## src/rtl/sha3_axis_pkg.sv

```systemverilog
// Shared types and helpers for the SHA-3 AXI-Stream block-input and digest-output paths.
package sha3_axis_pkg;

  typedef logic [63:0] lane_t;
  typedef lane_t [0:4][0:4] state_t;

  // Encoding matches the TUSER sideband on the digest stream
  typedef enum logic [1:0] {
    SHA224 = 2'd0,
    SHA256 = 2'd1,
    SHA384 = 2'd2,
    SHA512 = 2'd3
  } sha_mode_e;

  typedef enum logic {
    IDLE = 1'b0,
    SEND = 1'b1
  } tx_state_e;

  // Widest digest; only this many low bits of the flattened state are ever kept
  localparam int unsigned CAPTURE_BITS = 512;

  function automatic int unsigned digest_bits(sha_mode_e mode);
    case (mode)
      SHA224:  return 224;
      SHA256:  return 256;
      SHA384:  return 384;
      default: return 512;
    endcase
  endfunction

  function automatic int unsigned num_beats(sha_mode_e mode, int dw);
    return (digest_bits(mode) + int'(dw) - 1) / int'(dw);
  endfunction

endpackage

```

## src/rtl/keccak_axis_tx_if.sv

```systemverilog
// AXI4-Stream digest channel: word index on TDEST, captured SHA mode on TUSER.
interface keccak_axis_tx_if #(
  parameter int DATA_WIDTH = 16
) ();

  logic                  TVALID;
  logic                  TREADY;
  logic [DATA_WIDTH-1:0] TDATA;
  logic                  TLAST;
  logic [1:0]            TUSER;
  logic [7:0]            TDEST;

  modport master (
    output TVALID,
    output TDATA,
    output TLAST,
    output TUSER,
    output TDEST,
    input  TREADY
  );

  modport slave (
    input  TVALID,
    input  TDATA,
    input  TLAST,
    input  TUSER,
    input  TDEST,
    output TREADY
  );

endinterface

```

## src/rtl/keccak_axis_tx.sv

```systemverilog
// Captures the Keccak state on DONE, truncates it to the selected digest length
// and streams it out as DATA_WIDTH beats over AXI4-Stream.
module keccak_axis_tx
  import sha3_axis_pkg::*;
#(
  parameter int DATA_WIDTH = 16
) (
  input  logic                    ACLK,
  input  logic                    ARESET,
  input  state_t                  D_in,
  input  logic                    DONE,
  input  logic [1:0]              SHA_MODE,
  keccak_axis_tx_if.master        m_axis,
  output logic                    BUSY,
  output logic                    OVERRUN
);

  tx_state_e                 state_q;
  tx_state_e                 state_d;
  logic [CAPTURE_BITS-1:0]   digest_q;
  sha_mode_e                 mode_q;
  logic [5:0]                idx_q;

  logic [CAPTURE_BITS-1:0]   flat_lo;
  logic [CAPTURE_BITS-1:0]   beat_shift;
  logic [5:0]                last_idx;
  logic                      is_last;
  logic                      hs;
  logic                      hs_last;
  logic                      capture;
  logic                      unused_state;

  // Lanes k = 0..7 (x + 5y) form the low 512 bits of the flattened state
  assign flat_lo = {D_in[2][1], D_in[1][1], D_in[0][1], D_in[4][0],
                    D_in[3][0], D_in[2][0], D_in[1][0], D_in[0][0]};

  // Lanes outside the capture window never reach the digest
  assign unused_state = ^D_in;

  // Keeps only the low digest_bits of the capture; zeroes the tail of a partial last beat
  function automatic logic [CAPTURE_BITS-1:0] digest_mask(sha_mode_e mode);
    logic [CAPTURE_BITS-1:0] m;
    m = '1;
    m = m >> (CAPTURE_BITS - digest_bits(mode));
    return m;
  endfunction

  assign last_idx = 6'(num_beats(mode_q, DATA_WIDTH) - 1);
  assign is_last  = (idx_q == last_idx);
  assign hs       = (state_q == SEND) && m_axis.TREADY;
  assign hs_last  = hs && is_last;
  // A new digest is accepted when idle, or back-to-back with the final handshake
  assign capture  = DONE && ((state_q == IDLE) || hs_last);

  assign beat_shift = digest_q >> (idx_q * DATA_WIDTH);

  // FSM state register
  always_ff @(posedge ACLK or posedge ARESET) begin
    if (ARESET) begin
      state_q <= IDLE;
    end else begin
      state_q <= state_d;
    end
  end

  // FSM next-state: stay in SEND when DONE coincides with the final handshake
  always_comb begin
    state_d = state_q;
    case (state_q)
      IDLE:    if (DONE) state_d = SEND;
      SEND:    if (hs_last && !DONE) state_d = IDLE;
      default: state_d = IDLE;
    endcase
  end

  // FSM outputs: stream controls and beat payload derived from the registered index
  always_comb begin
    m_axis.TVALID = 1'b0;
    m_axis.TLAST  = 1'b0;
    m_axis.TDEST  = '0;
    m_axis.TDATA  = '0;
    m_axis.TUSER  = mode_q;
    BUSY          = 1'b0;
    if (state_q == SEND) begin
      m_axis.TVALID = 1'b1;
      m_axis.TLAST  = is_last;
      m_axis.TDEST  = {2'b00, idx_q};
      m_axis.TDATA  = beat_shift[DATA_WIDTH-1:0];
      BUSY          = 1'b1;
    end
  end

  // Digest capture and beat index; payload only moves on capture or handshake
  always_ff @(posedge ACLK or posedge ARESET) begin
    if (ARESET) begin
      digest_q <= '0;
      mode_q   <= SHA224;
      idx_q    <= '0;
    end else if (capture) begin
      digest_q <= flat_lo & digest_mask(sha_mode_e'(SHA_MODE));
      mode_q   <= sha_mode_e'(SHA_MODE);
      idx_q    <= '0;
    end else if (hs) begin
      idx_q    <= hs_last ? '0 : idx_q + 6'd1;
    end
  end

  // Sticky flag for a DONE that arrives while a packet is still in flight
  always_ff @(posedge ACLK or posedge ARESET) begin
    if (ARESET) begin
      OVERRUN <= 1'b0;
    end else if (DONE && (state_q == SEND) && !hs_last) begin
      OVERRUN <= 1'b1;
    end
  end

endmodule

```

## src/flat_wrapper.sv

```systemverilog
// flat-port wrapper written by rule: the top's interface ports become plain ports
module keccak_axis_tx_flat import sha3_axis_pkg::*;
#(
  parameter int DATA_WIDTH = 16
)
  (ACLK, ARESET, D_in, DONE, SHA_MODE, BUSY, OVERRUN, m_axis_TVALID, m_axis_TDATA, m_axis_TLAST, m_axis_TUSER, m_axis_TDEST, m_axis_TREADY);
  keccak_axis_tx_if #(.DATA_WIDTH(DATA_WIDTH)) m_axis_i ();
  input  logic ACLK;
  input  logic ARESET;
  input  state_t D_in;
  input  logic DONE;
  input  logic [1:0] SHA_MODE;
  output logic BUSY;
  output logic OVERRUN;
  output wire logic [$bits(m_axis_i.TVALID)-1:0] m_axis_TVALID;
  output wire logic [$bits(m_axis_i.TDATA)-1:0] m_axis_TDATA;
  output wire logic [$bits(m_axis_i.TLAST)-1:0] m_axis_TLAST;
  output wire logic [$bits(m_axis_i.TUSER)-1:0] m_axis_TUSER;
  output wire logic [$bits(m_axis_i.TDEST)-1:0] m_axis_TDEST;
  input wire logic [$bits(m_axis_i.TREADY)-1:0] m_axis_TREADY;
  assign m_axis_TVALID = m_axis_i.TVALID;
  assign m_axis_TDATA = m_axis_i.TDATA;
  assign m_axis_TLAST = m_axis_i.TLAST;
  assign m_axis_TUSER = m_axis_i.TUSER;
  assign m_axis_TDEST = m_axis_i.TDEST;
  assign m_axis_i.TREADY = m_axis_TREADY;
  keccak_axis_tx #(.DATA_WIDTH(DATA_WIDTH)) u_core (.ACLK(ACLK), .ARESET(ARESET), .D_in(D_in), .DONE(DONE), .SHA_MODE(SHA_MODE), .m_axis(m_axis_i), .BUSY(BUSY), .OVERRUN(OVERRUN));
endmodule
```

## config.mk

```make
export PLATFORM = sky130hd
export DESIGN_NAME = keccak_axis_tx_flat
export DESIGN_NICKNAME = d
export VERILOG_FILES = /design/src/rtl/sha3_axis_pkg.sv /design/src/rtl/keccak_axis_tx_if.sv /design/src/rtl/keccak_axis_tx.sv /design/src/flat_wrapper.sv
export SDC_FILE = /design/constraint.sdc
export NUM_CORES = 1
export LEC_CHECK = 0
export CORE_AREA = 2 2 637 639
export DETAILED_ROUTE_END_ITERATION = 7
export DIE_AREA = 0 0 639 641
export PLACE_DENSITY = 0.3
export SETUP_SLACK_MARGIN = 0.3
export SLEW_MARGIN = 0
export SYNTH_ARGS = -nofsm -noshare
export SYNTH_HDL_FRONTEND = slang
export SYNTH_SLANG_ARGS = --single-unit
```

## constraint.sdc

```tcl
create_clock -name ACLK -period 16.6 [get_ports ACLK]
set_input_delay 1.66 -clock ACLK [delete_from_list [all_inputs] [get_ports ACLK]]
set_output_delay 1.66 -clock ACLK [all_outputs]
set_load 0.03 [all_outputs]
```

==> results of run 1 <==
==> power by group through the flow <==
stage / Sequential, mW / Clock [mW] / Combinational [mW]
3_5_place_dp: 2.05 / 0 / 2.67
3_3_place_gp: 2.05 / 0 / 2.66
2_1_floorplan: 1.87 / 0 / 1.48
6_report: 2.03 / 1.65 / 2.51
5_1_grt: 2.09 / 1.78 / 2.71
4_1_cts: 2.04 / 1.74 / 2.67
==> synth_stat cells, types with 3 or more instances <==
cell type | instances | area (um^2)
clkbuf_1 | 115 | 432
buf_4 | 6 | 45.0
nand2_1 | 11 | 41.3
buf_2 | 56 | 280
mux2i_1 | 43 | 430
a31oi_1 | 6 | 37.5
nor2b_1 | 3 | 18.8
a221oi_1 | 11 | 96.3
a21oi_1 | 11 | 55.1
a221o_1 | 16 | 160
nor2_1 | 21 | 78.8
nand3_1 | 290 | 1450
mux2_4 | 144 | 2160
mux2_2 | 87 | 980
buf_6 | 22 | 248
a22oi_1 | 5 | 37.5
dfrtp_1 | 522 | 13100
buf_1 | 5 | 18.8
xnor2_1 | 4 | 35.0
o2bb2ai_1 | 288 | 2520
and2_1 | 7 | 43.8
mux4_2 | 128 | 2880
==> worst max-delay path, stage by stage (launching register included) <==
cell             delay (ps)
dfrtp_4                 770
buf_4                   710
buf_4                   550
mux4_2                  430
mux2i_1                 630
buf_4                   260
a221o_1                 240
a21oi_1                  60
clkdlybuf4s50_1         750
==> logic make-up (layout without fill, tap and decap cells) <==
family | Yosys count | after routing | share of synthesized area
flip-flops | 522 | 522 | 0.516
multiplexers | 402 | 402 | 0.255
AO/OA/AOI/OAI | 344 | 344 | 0.117
AND/OR/NAND/NOR | 343 | 343 | 0.0676
buffers and inverters | 207 | 730 | 0.0409
XOR/XNOR | 6 | 6 | 0.00208
adder cells (fa/ha/maj) | 1 | 1 | 0.000495
other | 1 | 34 | 0.000148
==> per-stage QoR <==
| stage | cell area, um^2 | std cells | utilization | setup slack (ps) | hold WS, ps |
|---|---|---|---|---|---|
| CTS | 39300 | 7637 | 0.0977 | 9240 | 466 |
| finish | 39300 | 7669 | 0.0979 | 9720 | 462 |
| global route | 39300 | 7655 | 0.0978 | 9370 | 477 |
| global placement | 36800 | 7506 | 0.0916 | 10050 | 448 |
| floorplan | 25300 | 1827 | - | 357 | 451 |
| detailed placement | 36800 | 7506 | 0.0916 | 10040 | 453 |
==> flip-flops by register name, summed over array words and instances, names as in the netlist <==
name,flops
u_core.digest_q,512
u_core.idx_q,6
u_core.m_axis.TUSER,2
u_core.OVERRUN,1
u_core.state_q,1
==> layer usage <==
layer  part of all wire  routed length (um)
met2               0.49               76100
met5             0.0040                 631
met1               0.40               63300
met4              0.034                5370
met3              0.074               11500
==> cell type report <==
type / count / area (um^2)
timing repair buffer: 596 / 5910
antenna: 32 / 80.1
tap: 5287 / 6620
fill: 45894 / 363000
multi-input combinational: 1098 / 11200
inverter: 3 / 18.8
clock buffer: 103 / 2030
clock inverter: 28 / 397
sequential: 522 / 13100
==> worst paths after layout <==
| path | slack (ps) | start | cells past startpoint | endpoint |
|---|---|---|---|---|
| max in group asynchronous | 12130 | ARESET | 5 | u_core.idx_q[0]$_DFFE_PP0P_ |
| min | 460 | u_core.OVERRUN$_DFFE_PP0P_ | 1 | u_core.OVERRUN$_DFFE_PP0P_ |
| max | 9720 | u_core.idx_q[1]$_DFFE_PP0P_ | 8 | m_axis_TDATA[10] |
| min in group asynchronous | 1470 | ARESET | 2 | u_core.digest_q[25]$_DFFE_PP0P_ |
| min reg2reg | 460 | u_core.OVERRUN$_DFFE_PP0P_ | 1 | u_core.OVERRUN$_DFFE_PP0P_ |
| max reg2reg | 11440 | u_core.idx_q[1]$_DFFE_PP0P_ | 8 | u_core.digest_q[118]$_DFFE_PP0P_ |
==> qor.yml, run 1 <==
run_status:
  status: "finished clean"
global_route:
  track_usage: 0.0746
  grt_util_met1: 0.0874
  grt_pass1_wl_mm: 203
  met2_usage: 0.126
  grt_pass1_vias: 20412
  grt-busiest-layer: "met2"
  met3_usage: 0.0261
  grt-ovfl-total: 0
  antenna_found_initial: 123
  grt_max_degree: 155
place:
  portBuffers: 545
  hpwl_mm: 122
  gp_congestion: 0.716
finish:
  drive_above_1_share: 0.228
  final_common_cell: "clkdlybuf4s50_1"
  num-nets-final: 3900
  area_delta_synth_final_pct: 55.5
  final_cell_mix: "543 x clkdlybuf4s50_1, 519 x dfrtp_1, 290 x nand3_1"
power_and_ir_drop:
  seqPwrFrac: 0.327
  clock_power_share: 0.267
  p_switching_mw: 2.40
  switching_share: 0.387
  p_leak_nw: 14.3
  ir_worst_vdd_uv: 86.8
  intPower_mw: 3.80
  cellPowerDensity_mw_per_mm2: 157
  combPwrFrac: 0.406
  p_total_mw: 6.19
sta:
  period_needed_ps: 6880
  max_freq_ghz: 0.145
  skew_ps: 42.2
  setup_viol: 0
  final_max_slew_viol_count: 0
  finalHoldViolations: 0
  slew_headroom: 0.139
  fin_crit_sh: 0.414
  rsz0062_at_grt: "false"
  fin_tns_setup_ps: 0
  tightest_slew_ps: 1290
critical_path:
  endpoint_kind: "primary output"
  critPathArrivalTime_ps: 5220
  setup.worst_path.start_class: "register"
  path_class: "reg2out"
  cp_max_fo: 29
  critPathRequiredTime_ps: 14940
route:
  wirelength_mm: 157
  routed_via_density: 2.41
  drt-wirelength-per-cell_um: 20.5
  vias: 18482
  ant_nets: 0
  drc_errors: 0
  dr.pass1.iters: 7
  drt_iter0_markers: 874
logic_synthesis:
  async_flop_share: 1.00
  syn_area_mm2: 0.0253
  yosys_warnings: 0
  ys_types: 40
  synth_seq_cells: 522
  synth_edf_count: 0
  ys.flop_type: "dfrtp_1"
  synth-seq-area-share: 0.516
  synth_area_per_cell_um2: 13.9
  postSynthCellCount: 1826
die:
  initial_core_util: 0.0629
  rows: 233
  core-area_mm2: 0.402
  die_h_um: 641
  dieArea_mm2: 0.410
  die_w_um: 639
  ioPinCount: 1636
cts:
  postCtsSetupRepairBufs: 0
  clockBufferDepth: 3
  clockRootBuffer: "clkbuf_16"
  insertion_delay_ps: 690
  cts_buffers: 72
  postCtsHoldBufs: 0
  cts.sinks: 522
  h-tree-depth: 3
  clk_pin_slew_worst_paths_ps: 60
  cts-resized-gates: 0
  cts_tree: "done"
job:
  maxCapViolations: 0
worst_hold_path:
  hp-class: "reg2reg"
(Power assumes the default switching activity.)
==> inputs of run 2 (changes only) <==
--- a/config.mk
+++ b/config.mk
@@ -5,9 +5,9 @@
 export SDC_FILE = /design/constraint.sdc
 export NUM_CORES = 1
 export LEC_CHECK = 0
-export CORE_AREA = 2 2 637 639
+export CORE_AREA = 2 2 638 640
 export DETAILED_ROUTE_END_ITERATION = 7
-export DIE_AREA = 0 0 639 641
+export DIE_AREA = 0 0 640 642
 export PLACE_DENSITY = 0.3
 export SETUP_SLACK_MARGIN = 0.3
 export SLEW_MARGIN = 0
==> constraint.sdc (replaced) <==
create_clock -name ACLK -period 6.35 [get_ports ACLK]
set_input_delay 0.635 -clock ACLK [delete_from_list [all_inputs] [get_ports ACLK]]
set_output_delay 0.635 -clock ACLK [all_outputs]
set_load 0.03 [all_outputs]
==> run 2 against run 1 <==
  * First-iteration DRC count shrank 6.3%
  * Non-clock buffer count increased by 8
  * Wire length decreased by 0.50%
  * Clock power increased to 2.6 times the previous value
  * Hold slack got worse by 66 ps
  * Cell area increased by 0.90%
  * Final cell count is 1.8% higher
  * Critical path depth shrank 1
  * Via count increased by 0.27%
  * Critical endpoint is now m_axis_TDATA[0]
  * Largest cell class unchanged
  * Highest routed layer unchanged
==> qor.yml, run 2 (synthesis results as in run 1) <==
run_status:
  status: "finished clean"  # unchanged
critical_path:
  rrSetupSlack_ps: 2100  # was 11,440 ps
  setup.worst_path.start_class: "register"  # unchanged
  crit_end: "m_axis_TDATA[0]"  # was m_axis_TDATA[10]
  endpoint_kind: "primary output"  # unchanged
  timing.rr.start: "u_core.idx_q[1]$_DFFE_PP0P_"  # unchanged
  critPathRequiredTime_ps: 5710  # was 14,940 ps
  r2r-end: "u_core.digest_q[115]$_DFFE_PP0P_"  # was u_core.digest_q[118]$_DFFE_PP0P_
  cp_max_fo: 22  # was 29
  path_class: "reg2out"  # unchanged
  critPathArrivalTime_ps: 4600  # was 5220 ps
  reg2reg_depth: 7  # was 8
  startpoint: "u_core.idx_q[0]$_DFFE_PP0P_"  # was u_core.idx_q[1]$_DFFE_PP0P_
route:
  drt-wirelength-per-cell_um: 20.0  # was 20.5 um
  vias: 18531  # was 18,482
  wirelength_mm: 156  # was 157 mm
  routed_via_density: 2.37  # was 2.41
  drt_iter0_markers: 819  # was 874
  dr.pass1.iters: 4  # was 7
  ant_nets: 0  # unchanged
  drc_errors: 0  # unchanged
sta:
  slew_headroom: 0.127  # was 0.139
  period_needed_ps: 5230
  skew_ps: 40.8  # was 42.2 ps
  fin_tns_setup_ps: 0  # unchanged
  finalHoldViolations: 0  # unchanged
  final.setup.worst_slack_ps: 1120  # was 9720 ps
  hold_ws_ps: 396  # was 462 ps
  rsz0062_at_grt: "false"  # unchanged
  setup_viol: 0  # unchanged
  tightest_slew_ps: 1310  # was 1290 ps
  max_freq_ghz: 0.191
  final_max_slew_viol_count: 0  # unchanged
  fin_crit_sh: 0.824
job:
  maxCapViolations: 0  # unchanged
cts:
  clk_pin_slew_worst_paths_ps: 70  # was 60 ps
  clockRootBuffer: "clkbuf_16"  # unchanged
  postCtsSetupRepairBufs: 0  # unchanged
  h-tree-depth: 3  # unchanged
  clockBufferDepth: 3  # unchanged
  cts_buffers: 75  # was 72
  cts-resized-gates: 0  # unchanged
  cts_tree: "done"  # unchanged
  postCtsHoldBufs: 0  # unchanged
  cts.sinks: 522  # unchanged
  insertion_delay_ps: 680  # was 690 ps
power_and_ir_drop:
  combPwrFrac: 0.409  # was 0.406
  ir_worst_vdd_uv: 204  # was 86.8 uV
  intPower_mw: 10.0  # was 3.80 mW
  p_switching_mw: 6.32  # was 2.40 mW
  clock_power_share: 0.267  # about the same
  p_leak_nw: 14.4  # was 14.3 nW
  switching_share: 0.387  # about the same
  p_total_mw: 16.4  # was 6.19 mW
  seqPwrFrac: 0.324  # was 0.327
  cellPowerDensity_mw_per_mm2: 412  # was 157 mW/mm^2
place:
  hpwl_mm: 121  # was 122 mm
  gp_congestion: 0.710  # was 0.716
  place_inst: 7655  # was 7,506
  post-place-ws_ps: 1510  # was 10,040 ps
  placed_area_mm2: 0.0372  # was 0.0368 mm^2
  portBuffers: 545  # unchanged
die:
  ioPinCount: 1636  # unchanged
  rows: 234  # was 233
  initial_core_util: 0.0626  # was 0.0629
  core-area_mm2: 0.404  # was 0.402 mm^2
  die_w_um: 640  # was 639 um
  die_h_um: 642  # was 641 um
  dieArea_mm2: 0.411  # was 0.410 mm^2
global_route:
  grt_pass1_wl_mm: 204  # was 203 mm
  track_usage: 0.0744  # was 0.0746
  grt_pass1_vias: 20527  # was 20,412
  grt_max_degree: 149  # was 155
  grt-ovfl-total: 0  # unchanged
  antenna_found_initial: 124  # was 123
finish:
  num-nets-final: 3911  # was 3,900
  final_cell_mix: "543 x clkdlybuf4s50_1, 519 x dfrtp_1, 290 x nand3_1"  # unchanged
  fin_area_mm2: 0.0397  # was 0.0393 mm^2
  fin_cells: 7806  # was 7,669
  largest_register: "u_core.digest_q"  # unchanged
  multi_input_area_mm2: 0.0112  # unchanged
  final_common_cell: "clkdlybuf4s50_1"  # unchanged
  fillers: 46282  # was 45,894
  drive_above_1_share: 0.230  # was 0.228
  largest_reg_flops: 512  # unchanged
  area_delta_synth_final_pct: 56.9  # was 55.5%
  seq_area_mm2: 0.0131  # unchanged
  utilization: 0.0982  # was 0.0979
worst_hold_path:
  holdPathStages: 3  # was 1
  hp-class: "in2reg"  # was reg2reg
==> run 2: power by group through the flow <==
stage          Sequential (mW)  Combinational [mW]  Clock (mW)
5_1_grt                   5.44                7.18        4.73
4_1_cts                   5.33                7.10        4.63
3_3_place_gp              5.36                7.06           0
6_report                  5.29                6.68        4.37
2_1_floorplan             4.88                3.87           0
3_5_place_dp              5.36                7.08           0
==> run 2: layer usage <==
| metal | wire length (um) | GRT usage | vias up |
|---|---|---|---|
| met5 | 761 | 0 | - |
| met4 | 4490 | 0.0205 | 124 |
| met3 | 12600 | 0.0295 | 287 |
| met2 | 77400 | 0.129 | 550 |
| met1 | 60900 | 0.0835 | 9488 |
| li1 | - | - | 8082 |
==> run 2: worst min-delay path by stage <==
stage,start,end,slack [ps]
after floorplan,u_core.digest_q[224]$_DFFE_PP0P_,u_core.digest_q[224]$_DFFE_PP0P_,450
final,DONE,u_core.digest_q[460]$_DFFE_PP0P_,400
after global placement,u_core.OVERRUN$_DFFE_PP0P_,u_core.OVERRUN$_DFFE_PP0P_,450
after CTS,DONE,u_core.digest_q[460]$_DFFE_PP0P_,320
after detailed placement,u_core.OVERRUN$_DFFE_PP0P_,u_core.OVERRUN$_DFFE_PP0P_,450
after global routing,DONE,u_core.digest_q[460]$_DFFE_PP0P_,360
==> run 2: cell type report <==
class / count / share of cell area
clock inverters: 26 / 0.00961
repair buffers: 604 / 0.153
well taps: 5428 / 0.171
clock buffers: 108 / 0.0527
diodes: 17 / 0.00107
flip-flops and latches: 522 / 0.329
multi-input cells: 1098 / 0.283
inverters: 3 / 0.000378
==> run 2: worst max-delay path, stage by stage, from the launching register on <==
cell             delay (ps)
dfrtp_4                 840
buf_4                   570
mux4_2                  600
mux2i_1                 490
buf_4                   260
a221o_1                 240
a21oi_1                  60
clkdlybuf4s50_1         730
==> edit, RTL diff (flow settings as in run 1) <==
Reset style: synchronous (`ARESET`), changed in 3 clocked blocks.
--- a/src/rtl/keccak_axis_tx.sv
+++ b/src/rtl/keccak_axis_tx.sv
@@ -55,7 +55,7 @@
   assign beat_shift = digest_q >> (idx_q * DATA_WIDTH);
 
   // FSM state register
-  always_ff @(posedge ACLK or posedge ARESET) begin
+  always_ff @(posedge ACLK) begin
     if (ARESET) begin
       state_q <= IDLE;
     end else begin
@@ -91,7 +91,7 @@
   end
 
   // Digest capture and beat index; payload only moves on capture or handshake
-  always_ff @(posedge ACLK or posedge ARESET) begin
+  always_ff @(posedge ACLK) begin
     if (ARESET) begin
       digest_q <= '0;
       mode_q   <= SHA224;
@@ -106,7 +106,7 @@
   end
 
   // Sticky flag for a DONE that arrives while a packet is still in flight
-  always_ff @(posedge ACLK or posedge ARESET) begin
+  always_ff @(posedge ACLK) begin
     if (ARESET) begin
       OVERRUN <= 1'b0;
     end else if (DONE && (state_q == SEND) && !hs_last) begin
Function: differs if ARESET is asserted again (counterexample within 4 cycles, from zero or initial values and one cycle with ARESET high); with ARESET held inactive, the same outputs for 4 cycles.
==> edit against run 1 <==
Fmax shrank 1.0%; wire length shrank 5.9%; critical path depth shrank 1; final area shrank 7.3%; sequential share of layout area shrank 4.6 points; synthesized area shrank 11%; sequential cell count is the same; worst setup slack lost 0.071 ns; count of clock-buffer cells in the layout grew 4; synthesized cell count grew 45%.
Power is not compared: it rests on default switching activity, and its combinational part moved more than twofold at a synthesized area within 25%.
==> edit: results (changes against run 1) <==
Run status
  • Outcome: finished clean (unchanged)

Worst setup path
  • Crit path max-delay family: buffers and inverters (unchanged)
  • Max FO, Critical Path: 28 (was 29)
  • Slowest stage delay, CP: 0.80 ns (was 0.77 ns)
  • Data arrival, critical path: 5.29 ns (was 5.22 ns)
  • Reg-to-Reg Start: u_core.idx_q[3]$_SDFFE_PP0P_ (was u_core.idx_q[1]$_DFFE_PP0P_)
  • Critical Path Start: u_core.idx_q[0]$_SDFFE_PP0P_ (was u_core.idx_q[1]$_DFFE_PP0P_)
  • Slowest cell on crit path: a2111oi_2 (was dfrtp_4)

Timing
  • Headroom to the max-slew limit: 18.5% (was 13.9%)
  • Final Skew: 0.0501 ns (was 0.0422 ns)

Clocking
  • Clock root buffer master: clkbuf_16 (unchanged)

Routing
  • Iter 0 DRT Violations: 1,030 (was 874)
  • WL/cell: 17.5 µm (was 20.5 µm)
  • Via density: 2.53 (was 2.41)
  • Initial DRT Pass Iterations: 5 (was 7)

Synthesis
  • Ys async rst share: 0% (was 100%)
  • Synth top area cells: dfxtp_1, nand2_1, a21oi_1 (was dfrtp_1, mux4_2, o2bb2ai_1)
  • Sequential fraction of the synthesis area: 46.2% (was 51.6%)
  • Most frequent cells after synthesis: nand2_1, a21oi_1, dfxtp_1, nand3_1, clkbuf_1 (was dfrtp_1, nand3_1, o2bb2ai_1, mux2_4, mux4_2)

Hold path
  • Hold Crit Start: u_core.digest_q[331]$_SDFFE_PP0P_ (was u_core.OVERRUN$_DFFE_PP0P_)

Placement
  • Placer Congestion: 0.742 (was 0.716)
  • Area after DPL: 33,900 µm² (was 36,800 µm²)

Global routing
  • GRT Total Usage: 6.94% (was 7.46%)
  • Vias in the first global route: 21,900 (was 20,400)
  • Global-route wire length before repair: 193,000 µm (was 203,000 µm)
  • Largest net degree at the start of global routing: 156 (was 155)

Final layout
  • Nets: 4,672 (was 3,900)
  • Layout cells sized above 1: 9.33% (was 22.8%)
edit: power groups by stage:
| stage | Sequential (W) | Combinational [W] | Clock [W] |
|---|---|---|---|
| detailed placement | 0.00136 | 0.000439 | 0 |
| global route | 0.00134 | 0.000461 | 0.00176 |
| global placement | 0.00136 | 0.000439 | 0 |
| finish | 0.00134 | 0.000421 | 0.00164 |
| floorplan | 0.00135 | 0.000192 | 0 |
| CTS | 0.00134 | 0.000440 | 0.00172 |
edit: kinds of logic after synthesis:
logic type | Yosys count | synth area share [%]
flops | 522 | 46.2
compound gates | 634 | 15.5
xor+xnor | 5 | 0.194
other cells | 1 | 0.0166
buf+inv | 262 | 5.91
mux | 160 | 12.5
fa+ha+maj | 1 | 0.0553
simple gates | 1070 | 19.6
edit: routing by layer:
metal	global-route usage, %	share of wire [%]	vias to the layer above	wire (µm)
met1	7.02	36	10200	53200
met2	12.2	51	585	75600
met4	3.85	4.7	100	7000
met3	2.75	7.6	327	11300
li1	-	-	10100	-
met5	0	0.41	-	610
edit: worst reg2reg max path, stage by stage (launching register included):
cell and delay, ns:
dfxtp_1 0.88, xnor2_1 0.37, a41o_4 0.51, buf_4 0.67, buf_4 0.60, buf_4 0.63
buf_4 0.65, nand2_1 0.32, a21oi_1 0.18
edit: layout make-up:
class	instances	area (µm²)
repair buffers	595	5850
diodes	47	118
clock inverters	21	354
inverters	3	11.3
flip-flops and latches	522	10500
multi-input cells	1872	11000
fillers	46700	366000
clock buffers	107	2120
well taps	5287	6620
edit: path summary, 6_finish.rpt:
check                           slack, ns                                 to  cells after the start
worst min-delay path                 0.45  u_core.digest_q[331]$_SDFFE_PP0P_                      2
worst min register to register       0.45  u_core.digest_q[331]$_SDFFE_PP0P_                      2
worst max register to register      11.72   u_core.digest_q[51]$_SDFFE_PP0P_                      8
worst max-delay path                 9.65                   m_axis_TDATA[11]                      7
edit: stage by stage:
stage               std cells  hold slack [ns]  util, %  power (W)  setup slack (ns)
finish                   8454            0.448     9.08    0.00340              9.65
global placement         8279            0.439     8.43    0.00180             10.20
CTS                      8407            0.449     9.05    0.00349              9.43
floorplan                2656            0.429        -    0.00154             12.78
detailed placement       8279            0.441     8.43    0.00180             10.21
global route             8440            0.461     9.07    0.00356              9.39
